<file path="src/rtl/mem_pkg.sv">
// mem_pkg: opcode fields, size and error codes, and FSM states shared by the load/store unit.
package mem_pkg;
  localparam int OP_STORE = 3;
  localparam int OP_UNS = 2;
  localparam logic [1:0] SZ_BYTE = 2'b00;
  localparam logic [1:0] SZ_HALF = 2'b01;
  localparam logic [1:0] SZ_WORD = 2'b11;
  localparam logic [1:0] ERR_OK = 2'b00;
  localparam logic [1:0] ERR_ALIGN = 2'b01;
  localparam logic [1:0] ERR_TIMEOUT = 2'b10;
  localparam logic [1:0] ERR_ILLEGAL = 2'b11;
  typedef enum logic [1:0] {S_IDLE, S_CHECK, S_REQ, S_DONE} state_t;
endpackage

</file>
<file path="src/rtl/load_align.sv">
// load_align: picks the addressed byte/half out of a memory word and sign- or zero-extends it.
module load_align
  import mem_pkg::*;
(
  input  logic [31:0] mem_rdata,
  input  logic [1:0]  addr,
  input  logic [1:0]  size,
  input  logic        uns,
  output logic [31:0] data
);
  logic [7:0] b;
  logic [15:0] h;
  always_comb begin
    b = 8'(mem_rdata >> {addr, 3'b000});
    h = addr[1] ? mem_rdata[31:16] : mem_rdata[15:0];
    data = size == SZ_WORD ? mem_rdata :
           size == SZ_HALF ? {{16{~uns & h[15]}}, h} : {{24{~uns & b[7]}}, b};
  end
endmodule

</file>
<file path="src/rtl/mem_access_unit.sv">
// mem_access_unit: memory-stage load/store unit issuing one aligned access per start over a req/ack port.
module mem_access_unit
  import mem_pkg::*;
#(
  parameter int unsigned TIMEOUT = 15
) (
  input  logic        clk,
  input  logic        rst_n,
  input  logic        start,
  input  logic [3:0]  op,
  input  logic [31:0] addr,
  input  logic [31:0] wdata,
  output logic        busy,
  output logic        done,
  output logic [1:0]  err,
  output logic [31:0] rdata,
  output logic        mem_req,
  output logic        mem_we,
  output logic [31:0] mem_addr,
  output logic [3:0]  mem_be,
  output logic [31:0] mem_wdata,
  input  logic        mem_ack,
  input  logic [31:0] mem_rdata
);
  localparam int CW = (TIMEOUT < 2) ? 1 : $clog2(TIMEOUT + 1);
  state_t state, state_nxt;
  logic [3:0] op_q;
  logic [31:0] addr_q, wdata_q, ld, wd_n;
  logic [CW-1:0] cnt;
  logic [1:0] size;
  logic [3:0] be_n;
  logic illegal, misal, expired;
  assign busy = state != S_IDLE;
  assign done = state == S_DONE;
  load_align u_align (
    .mem_rdata(mem_rdata),
    .addr(addr_q[1:0]),
    .size(size),
    .uns(op_q[OP_UNS]),
    .data(ld)
  );
  always_comb begin
    size = op_q[1:0];
    illegal = size == 2'b10 || (op_q[OP_STORE] && op_q[OP_UNS]);
    misal = (size == SZ_HALF && addr_q[0]) || (size == SZ_WORD && addr_q[1:0] != 2'b00);
    expired = TIMEOUT != 0 && 32'(cnt) == TIMEOUT - 32'd1;
    be_n = size == SZ_WORD ? 4'hf : size == SZ_HALF ? (addr_q[1] ? 4'hc : 4'h3) : 4'b0001 << addr_q[1:0];
    wd_n = size == SZ_WORD ? wdata_q : size == SZ_HALF ? {2{wdata_q[15:0]}} : {4{wdata_q[7:0]}};
    state_nxt = state == S_IDLE  ? (start ? S_CHECK : S_IDLE) :
                state == S_CHECK ? (illegal || misal ? S_DONE : S_REQ) :
                state == S_REQ   ? (mem_ack || expired ? S_DONE : S_REQ) : S_IDLE;
  end
  always_ff @(posedge clk or negedge rst_n)
    if (!rst_n) state <= S_IDLE;
    else state <= state_nxt;
  always_ff @(posedge clk or negedge rst_n) begin
    if (!rst_n) begin
      op_q <= '0;
      addr_q <= '0;
      wdata_q <= '0;
      cnt <= '0;
      err <= ERR_OK;
      rdata <= '0;
      mem_req <= 1'b0;
      mem_we <= 1'b0;
      mem_addr <= '0;
      mem_be <= '0;
      mem_wdata <= '0;
    end else begin
      if (state == S_IDLE && start) begin
        op_q <= op;
        addr_q <= addr;
        wdata_q <= wdata;
      end
      if (state == S_CHECK) begin
        cnt <= '0;
        if (illegal) err <= ERR_ILLEGAL;
        else if (misal) err <= ERR_ALIGN;
        else begin
          mem_req <= 1'b1;
          mem_we <= op_q[OP_STORE];
          mem_addr <= {addr_q[31:2], 2'b00};
          mem_be <= be_n;
          mem_wdata <= wd_n;
        end
      end
      // an ack in the expiry cycle still completes the access normally
      if (state == S_REQ) begin
        if (mem_ack || expired) begin
          mem_req <= 1'b0;
          mem_we <= 1'b0;
          mem_addr <= '0;
          mem_be <= '0;
          mem_wdata <= '0;
          err <= mem_ack ? ERR_OK : ERR_TIMEOUT;
          if (mem_ack && !op_q[OP_STORE]) rdata <= ld;
        end else cnt <= cnt + 1'b1;
      end
    end
  end
endmodule
</file>
<file path="config.mk">
export PLATFORM = sky130hd
export DESIGN_NAME = mem_access_unit
export DESIGN_NICKNAME = d
export VERILOG_FILES = /design/src/rtl/mem_pkg.sv /design/src/rtl/load_align.sv /design/src/rtl/mem_access_unit.sv
export SDC_FILE = /design/constraint.sdc
export NUM_CORES = 1
export LEC_CHECK = 0
export CAP_MARGIN = 20
export CORE_AREA = 2 2 160 162
export CTS_BUF_LIST = sky130_fd_sc_hd__clkbuf_8
export DETAILED_ROUTE_END_ITERATION = 8
export DIE_AREA = 0 0 162 164
export PLACE_DENSITY = 0.61
export SYNTH_ARGS = -nofsm -noshare
export SYNTH_HDL_FRONTEND = slang
export SYNTH_SLANG_ARGS = --single-unit
</file>
<file path="constraint.sdc">
create_clock -name clk -period 2.65 [get_ports clk]
set_clock_uncertainty 0.2 [all_clocks]
set_input_delay 0.53 -clock clk [delete_from_list [all_inputs] [get_ports clk]]
set_output_delay 0.53 -clock clk [all_outputs]
set_load 0.05 [all_outputs]
</file>
==> impl_results.md <==
- Slew Limit Fails: 0
- Synthesized cell area: 0.00780 mm^2
- Placed Instances: ~1200
- FF+latch count, synth: between 150 and 200
- Nets: between 1000 and 1500
- Final min period: about 2.6 ns
- CTS Buf Count: 17
- Yosys top cell by area: dfrtp_1
- Setup crit end kind: primary output
- Hold Path Class: register to register
- Worst vdd ir: 0.511 mV
- DRT antenna net count: 0
- Layout cells sized above 1: 15.9%
- Least-Margin Pin Slew: 0.574 ns
- Sum Neg Setup Slack: 0 ns
- Synth cell count leaders: dfrtp_1, nand2_1, mux2_2, a21oi_1, nor2_1
- Area grow syn2layout: 39.0%
- Mapped Avg Cell Area: 10.9 um^2
- Cell leakage power: 4.56 nW
- R2R Path Start: state[0]$_DFF_PN0_
- Final hold slack: about 0.31 ns
- First-pass GRT wire length: 35100 um
- Cts hold-fix bufs: 1
- Asr flop ratio synth: 100%
- Tcrit/Tclk final: 96.7%
- Synth area leaders: dfrtp_1, mux2_2, nand2_1
- Synth unique cells: 48
- Max Freq: 0.390 GHz
- Die height: 164 um
- CP startpoint: state[0]$_DFF_PN0_
- DIE WIDTH: 162 um
- Io pins: 210
- GRT overflow: 0
- Most common cell in the netlist: dfrtp_1
- Setup Crit Path Kind: register to primary output
- Crit path cell chain: ha_1 > clkdlybuf4s50_1
- Die area: between 0.02 and 0.03 mm^2
- Vias in the first global route: ~6200
- Core area: 0.0248 mm^2
- PortBufs: 209
- EDFF count, synth: 0
- CP Max Fanout: 3
- Status: completed
- Setup crit start kind: register
- CTS max path bufs: 2
- Final core occ: 43.7%
- TritonCTS Sinks: 178
- Crit path largest cell delay: around 0.80 ns
- RSZ-0062 raised after global routing: false
- Power density cells: about 1300 mW/mm^2
- Post-Synthesis Cells: 717
- Final setup violation count: 0
- Max Cap Viol: 0
- Gr usage total: ~17%
- Drt first pass iters: 5
- Reg2reg end: rdata[22]$_DFFE_PN0P_
- Dpl ws: 0.246 ns
- Final hold vios: 0
- Layout Cells excl Fill: about 1300
- Initial DRC Count: 394
- Critical path endpoint: done
- Most used flip-flop cell after synthesis: dfrtp_1
- Diode count: 0
- Resized cells post-CTS: 0
- Sequential share of the synthesized area: 57.1%
- PnR worst setup slack: 0.0870 ns
- CTS H-Tree Depth: 4
- TritonCTS clock tree: done
- CP required: 1.92 ns
- Top-area cell type share of the netlist area: between 50 and 60%
- Syn nets: approximately 830
- CP Data Arrival Time: 1.83 ns
- Slew headroom: 61.6%
- Antenna violations before repair: 2
- Rows: 58
- DRC errors left: 0
- Final wirelength: 22200 um
- Initial core utilization: 31.4%
- Worst path slowest cell: clkdlybuf4s50_1
- Register-to-register setup slack: 0.51 ns
- R2R depth: 7
- Largest net degree at the start of global routing: 53
- Clock root buffer: clkbuf_8
- Register clock-pin slew on the reported worst setup and hold paths: ~0.09 ns
- Average via count per standard cell: 4.76
- Synthesis Warnings: 0
- Post-DP HPWL: 15600 um
- Skew-Pair Late Insertion Delay: about 0.46 ns
- Placer Congestion: 0.793
- DR WL/cell: 17.6 um
- # Post-CTS Setup Buffers: 0
- DR vias: 5996
-- worst min-delay path by stage --
stage | from | end | slack (ns) | cells past startpoint
floorplan | rst_n | addr_q[0]$_DFFE_PN0P_ | 0.03 | 0
global placement | addr_q[15]$_DFFE_PN0P_ | addr_q[15]$_DFFE_PN0P_ | 0.29 | 1
detailed placement | addr_q[15]$_DFFE_PN0P_ | addr_q[15]$_DFFE_PN0P_ | 0.29 | 1
CTS | addr_q[28]$_DFFE_PN0P_ | addr_q[28]$_DFFE_PN0P_ | 0.32 | 1
global route | wdata_q[26]$_DFFE_PN0P_ | wdata_q[26]$_DFFE_PN0P_ | 0.33 | 1
finish | rdata[5]$_DFFE_PN0P_ | rdata[5]$_DFFE_PN0P_ | 0.31 | 2
-- logic make-up after synthesis --
kind of cell	Yosys count	share of synthesized area (%)
compound gates	146	12.6
fa+ha+maj	6	0.962
buf+inv	57	3.29
flops	178	57.1
mux	100	14.2
simple gates	230	11.9
-- final cells by class --
cell class	count	area [um^2]
repair buffers	232	2380
clock buffers	20	275
inverters	5	18.8
fillers	2442	14000
flip-flops and latches	178	4460
multi-input cells	482	3140
clock inverters	12	170
well taps	330	413
-- flip-flops by register name (all words and copies together) (netlist names) --
signal / cells
addr_q: 32
err: 2
op_q: 4
mem_addr: 32
mem_we: 1
mem_wdata: 32
rdata: 32
cnt: 4
wdata_q: 32
state: 2
mem_be: 4
mem_req: 1
-- cells in the final DEF, fill, tap and decap left out, types with 2 or more instances in the layout --
master / instances
dfrtp_1: 177
inv_6: 3
a21oi_2: 10
a211oi_1: 9
buf_12: 9
ha_1: 6
and2_1: 2
o21ai_1: 2
nand2b_1: 4
a311oi_1: 9
o32ai_1: 2
bufinv_16: 3
a221o_1: 3
o21ai_0: 4
nand2_1: 150
clkdlybuf4s50_1: 207
nor2_1: 52
mux2_2: 72
buf_4: 14
o211ai_1: 18
o22a_1: 3
inv_1: 5
a22oi_1: 3
nor3b_1: 3
mux2i_1: 26
a21oi_1: 66
nand3_1: 7
nor2b_1: 5
a31o_1: 3
clkbuf_8: 21
a21o_1: 3
clkinv_4: 4
-- worst max-delay path: cells and delay by family, from the launching register on --
kind,cells,cell delay [ns]
buffers and inverters,1,0.80
flip-flops,1,0.40
adder cells (fa/ha/maj),1,0.19
-- metrics by stage --
stage / power (W) / area [um^2]
floorplan: 0.00996 / 7800
global placement: 0.0126 / 10400
detailed placement: 0.0127 / 10400
CTS: 0.0149 / 10800
global route: 0.0156 / 10800
finish: 0.0146 / 10800
-- report_power, final --
group          internal (W)  switching [W]
Clock               0.00103        0.00104
Combinational       0.00296        0.00480
Sequential          0.00396       0.000830
-- per-layer routing --
metal | vias to the layer above | part of all wire [%] | GRT usage (%) | routed length, um
met5 | - | 0.11 | 0 | 25
met4 | 4 | 1.2 | 4.59 | 266
met3 | 24 | 6.6 | 5.73 | 1470
met2 | 148 | 50 | 28.6 | 11200
met1 | 2939 | 42 | 21.4 | 9240
li1 | 2881 | - | - | -
No activity file was read; power rests on OpenSTA's default activity.
